===== src/rtl/srl16_tap_delay_pkg.sv =====
`default_nettype none
// ============================================================================
// srl16_tap_delay_pkg : shared constants for SRL16-style tap delay lines
// Revision : 1.0
// ============================================================================
package srl16_tap_delay_pkg;

  localparam int SRL_DEPTH  = 16;
  localparam int SRL_ADDR_W = $clog2(SRL_DEPTH);

endpackage
`default_nettype wire


===== src/rtl/srl16_lane.sv =====
`default_nettype none
// ============================================================================
// srl16_lane : one-bit shift chain with an asynchronous tap-select read mux
// Revision : 1.0
// ============================================================================
module srl16_lane #(
  parameter int               DEPTH = 16,
  parameter logic [DEPTH-1:0] INIT  = '0
) (
  input  logic                     core_clk,
  input  logic                     core_rst,
  input  logic                     ce,
  input  logic                     d,
  input  logic [$clog2(DEPTH)-1:0] addr,
  output logic                     q
);

  // Power-up contents match the reset contents, as on the SRL16E primitive.
  logic [DEPTH-1:0] sr_q = INIT;
  logic [DEPTH-1:0] sr_d;

  always_comb begin
    sr_d = sr_q;
    if (ce) begin
      sr_d = {sr_q[DEPTH-2:0], d};
    end
  end

  always_ff @(posedge core_clk) begin
    if (core_rst) begin
      sr_q <= INIT;
    end else begin
      sr_q <= sr_d;
    end
  end

  assign q = sr_q[addr];

endmodule
`default_nettype wire


===== src/rtl/srl16_tap_delay.sv =====
`default_nettype none
// ============================================================================
// srl16_tap_delay : WIDTH-lane variable-tap delay line (SRL16E + sync reset)
// Revision : 1.0
// ============================================================================
module srl16_tap_delay
  import srl16_tap_delay_pkg::*;
#(
  parameter int                     WIDTH = 1,
  parameter int                     DEPTH = SRL_DEPTH,
  parameter logic [WIDTH*DEPTH-1:0] INIT  = '0
) (
  input  logic                     core_clk,
  input  logic                     core_rst,
  input  logic                     ce,
  input  logic [WIDTH-1:0]         d,
  input  logic [$clog2(DEPTH)-1:0] addr,
  output logic [WIDTH-1:0]         q
);

  // Lane w owns INIT bits [w*DEPTH +: DEPTH]; all lanes share ce and addr.
  for (genvar w = 0; w < WIDTH; w++) begin : g_lane
    srl16_lane #(
      .DEPTH (DEPTH),
      .INIT  (INIT[w*DEPTH +: DEPTH])
    ) u_lane (
      .core_clk (core_clk),
      .core_rst (core_rst),
      .ce       (ce),
      .d        (d[w]),
      .addr     (addr),
      .q        (q[w])
    );
  end

endmodule
`default_nettype wire


===== config.mk =====
export PLATFORM = sky130hd
export DESIGN_NAME = srl16_tap_delay
export DESIGN_NICKNAME = d
export VERILOG_FILES = /design/src/rtl/srl16_tap_delay_pkg.sv /design/src/rtl/srl16_lane.sv /design/src/rtl/srl16_tap_delay.sv
export SDC_FILE = /design/constraint.sdc
export NUM_CORES = 1
export LEC_CHECK = 0
export ABC_AREA = 1
export CAP_MARGIN = 15
export CORE_MARGIN = 3
export CORE_UTILIZATION = 47
export DETAILED_ROUTE_END_ITERATION = 10
export PLACE_DENSITY = 0.73
export SETUP_SLACK_MARGIN = 0.3
export SLEW_MARGIN = 40
export SYNTH_ARGS = -nofsm -noshare
export SYNTH_HDL_FRONTEND = slang
export SYNTH_SLANG_ARGS = --single-unit

===== constraint.sdc =====
create_clock -name core_clk -period 0.9 [get_ports core_clk]
set_clock_uncertainty 0.1 [all_clocks]
set_input_delay 0.18 -clock core_clk [delete_from_list [all_inputs] [get_ports core_clk]]
set_output_delay 0.18 -clock core_clk [all_outputs]
set_load 0.01 [all_outputs]

Yosys cells after proc, flatten, opt, wreduce, memory -nomap -nowiden. Cells that the tools add are included.

Multiplexer cells: 2. $lt $le $gt $ge: 1.

Operators by type and width (count): less-than comparator 4 x 5 -> 1 bit, second input constant (1); binary-select mux 1 bit (select 4 bit) (1); two-way mux 1 bit (1).

Word-level logic and storage cells: 4. Register bits after elaboration: 16.

Logic depth before layout (Yosys ltp). Gate-level depths: netlist of the first run.

Depth in word-level cells: 2. Depth in mapped cells: 7. Depth with buffers taken out: 6.

Worst setup path before layout of the first run. No wires, ideal clock.

Path kind: register to output. From: reg g_lane[0].u_lane.sr_q[2]. To: out q. Path buffers: 0. Path slack: -0.097 ns. Data arrival time: 0.717 ns. Stages on the path, launching flop included: 7. Path through: dfxtp_1 > inv_1 > o21ai_1 > nand2_1 > nand3_1 > nand3_1 > nand2_1.

Word-level cells in the longest chain between the ends: 2.

Ends and longest elaborated chain: start, declared (RTL line srl16_lane.sv:19) `logic [DEPTH-1:0] sr_q = INIT;`; start signal, assigned (RTL line srl16_lane.sv:33) `sr_q <= sr_d;`; binary-select mux 1 bit (select 4 bit) (RTL line srl16_lane.sv:37) `assign q = sr_q[addr];`; two-way mux 1 bit (implied by the code) (RTL line srl16_lane.sv:37); end, declared (RTL line srl16_tap_delay.sv:18) `output logic [WIDTH-1:0] q`.

No other way between the ends. The select of a mux whose other input is x is not followed.

Worst setup path after layout of the first run.
From: reg g_lane[0].u_lane.sr_q[13]. To: out q.

The elaborated chain is that of the path after synthesis.

==> run_results.csv, run 1 <==
group,metric,value,unit
clock_network,cts_tree,"yes",
global_route,grt_max_degree,11,
place,dp_hpwl,1.27,mm
layout,final_util,0.881,
drt,wl_per_cell,17.0,um
layout,finalNonFillerCells,158,
floorplanning,dieArea,2180,um2
floorplanning,io_pins,9,
clock_network,htree_levels,1,
floorplanning,die_h,46.7,um
timing,fin_crit_sh,1.67,
layout,largest_reg_flops,16,
worst_setup_path,start_kind,"flop",
layout,fin_area,1360,um2
power_and_ir_drop,power_density,1330,nW/um2
place,finalWeightedCongestion,0.913,
timing,finalHoldViolations,0,
synth,synth_edf_count,0,
timing,max-slew-margin-rel,0.853,
synth,seq_area_frac_synth,0.411,
synth,yosysTopAreaCell,"dfxtp_1",
synth,synthArstFlopShare,0,
synth,ys_types,11,
global_route,grt_overflow,0,
drt,vias,873,
timing,setup_viol,1,
worst_setup_path,crit_path_end_kind,"output pin",
synth,yosys-top-cells-count,"inv_1 (19), dfxtp_1 (16), nand2_1 (16), nor2_1 (16), a211oi_1 (14)",
timing,final-max-slew-violation-count,0,
worst_setup_path,reg2reg_slack,0.03,ns
synth,synthTopCellsByArea,"dfxtp_1 (41%), a211oi_1 (13%), inv_1 (9.1%)",
drt,ant_nets,0,
drt,totalWireLength,2.69,mm
power_and_ir_drop,p_leak,0.603,nW
synth,yosysWarnings,0,
drt,routed_via_density,5.53,
timing,setup_slack,-0.606,ns
worst_setup_path,timing.rr.end,"g_lane[0].u_lane.sr_q[6]$_SDFFE_PP0P_",
timing,fin_tns_setup,-0.606,ns
timing,fmax,664,MHz
drt,drtPass1Iterations,4,
worst_setup_path,reg2regPathDepth,3,
timing,rsz0062_at_grt,"yes",
worst_setup_path,arrival,1.23,ns
clock_network,root_buffer,"clkbuf_4",
layout,area_growth,74.3,%
global_route,grt_pass1_vias,879,
run_status,violations,"negative setup slack",
synth,synth_cells,104,
worst_setup_path,critPathRequiredTime,0.62,ns
synth,synth_flop_cell,"dfxtp_1",
clock_network,cts.sinks,16,
layout,fin_nets,151,
layout,diodes,0,
synth,yosys_register_bits,16,
synth,avgSynthCellArea,7.50,um2
synth,synthesis.area,779,um2
worst_setup_path,crit_path_start,"g_lane[0].u_lane.sr_q[13]$_SDFFE_PP0P_",
synth,synth_fp_nets,112,
flow_run,timing.max_cap.violations,0,
timing,worst_slew_pin_slew,0.220,ns
clock_network,cts_buffers,3,
clock_network,clockBufferDepth,2,
clock_network,ctsHoldBuffers,0,
worst_setup_path,critPathMaxFanout,2,
global_route,grt_pass1_wl,4.15,mm
layout,largest_registers,"g_lane.u_lane.sr_q x16",
floorplanning,fp.coreArea,1540,um2
run_status,outcome,"complete, but fails checks",
worst_setup_path,worstReg2RegStart,"g_lane[0].u_lane.sr_q[5]$_SDFFE_PP0P_",
clock_network,clk_pin_slew,0.10,ns
place,portBuffers,8,
synth,synth.most_common_cell,"inv_1",
synth,synthDominantCellAreaShare,0.411,
place,place_inst,143,
floorplanning,die_width,46.7,um
floorplanning,core.rowCount,14,
layout,drive_above_1_share,0.669,
worst_hold_path,hp-class,"in2reg",
global_route,antenna_found_initial,0,
clock_network,clock_latency,0.29,ns
place,place_area,1080,um2
global_route,grtUsageTotal,0.277,
worst_setup_path,crit_path_end,"q",
drt,initialDrtViolationCount,34,
timing,fin_crit,1.51,ns
layout,top_register,"g_lane.u_lane.sr_q",
floorplanning,start_util,0.506,
worst_setup_path,worstSetupPathType,"reg2out",
drt,drc,0,
power_and_ir_drop,peakVddDrop,1.03,mV
logic make-up after synthesis:
logic type / Yosys count / share of synthesized area
and+or+nand+nor: 45 / 0.239
DFF: 16 / 0.411
AOI/OAI and AO/OA: 18 / 0.180
buffers and inverters: 25 / 0.170
layout make-up:
cell class / instances / area (um2)
tap: 16 / 20.0
inverter: 19 / 78.8
sequential: 16 / 340
multi-input combinational: 63 / 438
clock buffer: 4 / 36.3
fill: 75 / 183
timing repair buffer: 40 / 445
metrics by stage:
step	total power, W	worst slack, ns	hold WS, ns
2_1_floorplan	0.00102	-0.0958	0.256
5_1_grt	0.00187	-0.648	0.236
6_report	0.00181	-0.606	0.221
4_1_cts	0.00177	-0.561	0.225
3_3_place_gp	0.00115	-1.10	0.370
3_5_place_dp	0.00116	-1.15	0.382
power by group:
part | leakage [nW] | internal (W) | switching, W | total [W]
Combinational | 0.445 | 0.000285 | 0.000242 | 0.000527
Sequential | 0.138 | 0.000763 | 0.0000328 | 0.000796
Clock | 0.0210 | 0.000246 | 0.000244 | 0.000490
Total | 0.603 | 0.00129 | 0.000518 | 0.00181
worst max-delay path, cell delays in order (launching register included):
cell	delay, ns
dfxtp_2	0.34
inv_2	0.08
nand2_1	0.08
nand3_1	0.09
nand3_1	0.08
nand3_1	0.10
nand2_2	0.06
buf_6	0.11
worst min path at each step:
stage / from / to / slack (ns) / cells past startpoint
floorplan: d / g_lane[0].u_lane.sr_q[0]$_SDFFE_PP0P_ / 0.26 / 2
global placement: g_lane[0].u_lane.sr_q[2]$_SDFFE_PP0P_ / g_lane[0].u_lane.sr_q[3]$_SDFFE_PP0P_ / 0.37 / 2
detailed placement: g_lane[0].u_lane.sr_q[2]$_SDFFE_PP0P_ / g_lane[0].u_lane.sr_q[3]$_SDFFE_PP0P_ / 0.38 / 2
CTS: ce / g_lane[0].u_lane.sr_q[10]$_SDFFE_PP0P_ / 0.23 / 3
global route: ce / g_lane[0].u_lane.sr_q[8]$_SDFFE_PP0P_ / 0.24 / 3
finish: ce / g_lane[0].u_lane.sr_q[10]$_SDFFE_PP0P_ / 0.22 / 3
per-layer routing:
| metal | global-route usage | wire, um |
|---|---|---|
| met1 | 0.321 | 1090 |
| met2 | 0.505 | 1420 |
| met3 | 0.0508 | 124 |
| met4 | 0.0939 | 52 |
| met5 | 0 | 0 |
placed cells by master (no fill, tap or decap), types with 5 or more instances in the layout:
cell type  netlist  final
dfxtp_2          0     16
nand2_1         16     15
buf_6            5     16
nor2_2           0      5
a211oi_2         2     16
nor2_1          16      8
inv_1           19      5
nand3_1         12     12
inv_2            0     13
buf_4            0     13
repair_timing:
item,in CTS,in global routing
pin swaps,13,3
gates resized for setup,62,5
setup endpoints to repair,17,17
setup buffers,6,2
cloned,3,0
Power figures use the tool's default switching activity.
==> run 2: changes to the inputs <==
--- a/config.mk
+++ b/config.mk
@@ -5,10 +5,10 @@
 export SDC_FILE = /design/constraint.sdc
 export NUM_CORES = 1
 export LEC_CHECK = 0
-export ABC_AREA = 1
+export ABC_AREA = 0
 export CAP_MARGIN = 15
-export CORE_MARGIN = 3
-export CORE_UTILIZATION = 47
+export CORE_MARGIN = 8
+export CORE_UTILIZATION = 46
 export DETAILED_ROUTE_END_ITERATION = 10
 export PLACE_DENSITY = 0.73
 export SETUP_SLACK_MARGIN = 0.3
==> run 2 against run 1 <==
Net effect: the run still ends with negative setup slack left; hold slack improved by 0.086 ns; register-to-register slack got worse by 0.05 ns; maximum frequency fell by 15%; synthesized cell count fell by 43%; sequential cell count did not move; combinational power fell by 68%; count of clock-buffer cells in the layout fell by 1; worst setup slack got worse by 0.28 ns; routed wire length fell by 37%.
==> run_results.csv, run 2 <==
group,metric,value,unit
run_status,outcome,"complete, but fails checks",
run_status,violations,"negative setup slack",
flow_run,timing.max_cap.violations,0,
drt,wl_met3,121,um
clock_network,clk_pin_slew,0.09,ns
layout,drive_above_1_share,0.518,
synth,synthTopCellsByArea,"dfxtp_1 (46%), mux2i_1 (27%), mux4_1 (15%)",
timing,setup_viol,3,
clock_network,clockBufferDepth,2,
timing,worst_slew_pin_slew,0.251,ns
synth,synth_fp_nets,67,
clock_network,cts_buffers,3,
synth,synthDominantCellAreaShare,0.462,
drt,wl_per_cell,16.7,um
layout,fin_area,1070,um2
power_and_ir_drop,p_leak,0.481,nW
timing,fin_crit_sh,1.98,
worst_setup_path,cp_top_family,"multiplexers",
worst_setup_path,worst-path-stages,4,
global_route,grt_overflow,0,
clock_network,cts_tree,"yes",
worst_hold_path,min_path_cells,3,
power_and_ir_drop,peakVddDrop,1.02,mV
layout,diodes,0,
floorplanning,core.rowCount,14,
layout,area_growth,54.3,%
floorplanning,die_h,54.8,um
synth,seq_area_frac_synth,0.462,
global_route,antenna_found_initial,0,
drt,totalWireLength,1.69,mm
drt,vias,551,
worst_setup_path,worst-path-buf-inv,1,
drt,initialDrtViolationCount,9,
place,finalWeightedCongestion,0.716,
global_route,grtUsageTotal,0.129,
synth,yosys-top-cells-count,"mux2i_1 (19), dfxtp_1 (16), nor2_1 (16), mux4_1 (4), buf_2 (2)",
global_route,grt_max_degree,9,
worst_setup_path,slowest_delay,0.47,ns
timing,final-max-slew-violation-count,0,
layout,mostFrequentLayoutCells,"mux2i_1 (18), nor2_1 (16), dfxtp_2 (15), buf_6 (15)",
clock_network,htree_levels,1,
timing,rsz0062_at_grt,"yes",
synth,synthSimpleGateAreaFrac,0.0866,
synth,synthMuxAreaShare,0.426,
drt,drtPass1Iterations,4,
layout,largest_reg_flops,16,
synth,synth_edf_count,0,
worst_setup_path,worstPathCellList,"mux4_2, mux2i_1, mux2i_1, buf_2",
worst_setup_path,start_kind,"flop",
synth,synth_cells,59,
clock_network,cts.sinks,16,
global_route,grt_pass1_vias,548,
synth,avgSynthCellArea,11.7,um2
timing,finalHoldViolations,0,
worst_setup_path,crit_path_end_kind,"output pin",
clock_network,ctsHoldBuffers,0,
clock_network,clock_latency,0.28,ns
layout,final_common_cell,"mux2i_1",
synth,yosys_register_bits,16,
drt,ant_nets,0,
synth,synth_flop_cell,"dfxtp_1",
synth,yosysTopAreaCell,"dfxtp_1",
timing,fmax,561,MHz
synth,yosysWarnings,0,
timing,max-slew-margin-rel,0.833,
timing,fin_crit,1.78,ns
drt,wl_met1,720,um
synth,synth_top_family_by_area,"multiplexers",
worst_setup_path,reg2regPathDepth,4,
worst_hold_path,hp-class,"in2reg",
worst_setup_path,crit_top_cell,"mux2i_1",
floorplanning,io_pins,9,
timing,setup_slack,-0.881,ns
synth,synthesis.area,693,um2
layout,top_register,"g_lane.u_lane.sr_q",
synth,ys_types,7,
place,dp_hpwl,988,um
global_route,grt_pass1_wl,2.70,mm
floorplanning,die_width,54.8,um
place,portBuffers,8,
worst_setup_path,cp_slowest_cell,"mux4_2",
synth,synth_compound_area_frac,0,
place,place_area,906,um2
layout,largest_registers,"g_lane.u_lane.sr_q x16",
floorplanning,dieArea,3010,um2
worst_setup_path,critPathRequiredTime,0.62,ns
floorplanning,start_util,0.477,
synth,synthXorXnorAreaFrac,0,
worst_setup_path,arrival,1.50,ns
synth,synthArstFlopShare,0,
synth,synth_fa_ha_area_frac,0,
worst_setup_path,critPathMaxFanout,2,
worst_setup_path,worstSetupPathType,"reg2out",
floorplanning,fp.coreArea,1450,um2
power_and_ir_drop,power_density,1180,nW/um2
layout,final_util,0.736,
clock_network,root_buffer,"clkbuf_4",
drt,routed_via_density,5.46,
layout,fin_nets,95,
synth,synth.most_common_cell,"mux2i_1",
drt,met2_length,797,um
drt,top_layer,"met4",
drt,drc,0,
## run 2: changes by cell type after synthesis, sizes merged
cell    previous run  this run
inv               19         0
mux2i              0        19
nand2             17         0
a211oi            16         0
nand3             12         0
mux4               0         4
buf                6         3
o21ai              2         0
clkbuf             0         1
## run 2: layout make-up
| class | instances | area [um2] |
|---|---|---|
| repair buffers | 27 | 344 |
| well taps | 16 | 20.0 |
| multi-input cells | 39 | 344 |
| clock buffers | 3 | 22.5 |
| flip-flops and latches | 16 | 339 |
| fillers | 98 | 384 |
## run 2: path summary, 6_finish.rpt
| path | from | endpoint | slack [ns] |
|---|---|---|---|
| max | g_lane[0].u_lane.sr_q[7]$_SDFFE_PP0P_ | q | -0.88 |
| min | core_rst | g_lane[0].u_lane.sr_q[11]$_SDFFE_PP0P_ | 0.31 |
| max reg2reg | g_lane[0].u_lane.sr_q[4]$_SDFFE_PP0P_ | g_lane[0].u_lane.sr_q[5]$_SDFFE_PP0P_ | -0.02 |
| min reg2reg | g_lane[0].u_lane.sr_q[15]$_SDFFE_PP0P_ | g_lane[0].u_lane.sr_q[15]$_SDFFE_PP0P_ | 0.41 |
## run 2: worst min-delay path, stage by stage
cell and delay [ns]:
dlygate4sd2_1 0.30, buf_12 0.15, nor2_1 0.04
## run 2: cell families after synthesis
group | Yosys count
flip-flops | 16
AND/OR/NAND/NOR | 16
buffers and inverters | 4
multiplexers | 23
## run 2: routing by layer
metal  global-route usage  up-vias
li1                     -      261
met1                0.151      268
met2                0.208       18
met3               0.0353        4
met4               0.0738        0
met5                    0        -
## run 2: power breakdown
group / internal, W / switching [W] / total (W) / leakage, nW
sequential: 0.000713 / 0.00000378 / 0.000717 / 0.137
combinational: 0.000109 / 0.0000612 / 0.000171 / 0.331
clock: 0.000155 / 0.000215 / 0.000370 / 0.0138
total: 0.000978 / 0.000280 / 0.00126 / 0.481
## run 2: metrics by stage
| stage | total power (W) | setup TNS (ns) | worst slack [ns] | hold slack (ns) | instances |
|---|---|---|---|---|---|
| finish | 0.00126 | -0.902 | -0.881 | 0.307 | 101 |
| global route | 0.00130 | -1.08 | -0.956 | 0.307 | 101 |
| CTS | 0.00126 | -0.901 | -0.839 | 0.291 | 101 |
| detailed placement | 0.000864 | -8.44 | -1.46 | 0.384 | 95 |
| global placement | 0.000861 | -8.02 | -1.40 | 0.374 | 95 |
| floorplan | 0.000806 | -0.367 | -0.367 | 0.227 | 59 |
## run 2: repair_timing
action,CTS,global route
setup endpoints to repair,17,17
setup buffers,1,0
gates resized for setup,37,5
pin swaps,8,4
cloned,2,0
==> run 3: changes to the inputs <==
--- a/config.mk
+++ b/config.mk
@@ -12,7 +12,6 @@
 export DETAILED_ROUTE_END_ITERATION = 10
 export PLACE_DENSITY = 0.73
 export SETUP_SLACK_MARGIN = 0.3
-export SLEW_MARGIN = 40
 export SYNTH_ARGS = -nofsm -noshare
 export SYNTH_HDL_FRONTEND = slang
 export SYNTH_SLANG_ARGS = --single-unit
==> results of run 3 <==
No change in the layout: final DEF, timing and power equal those of run 2.
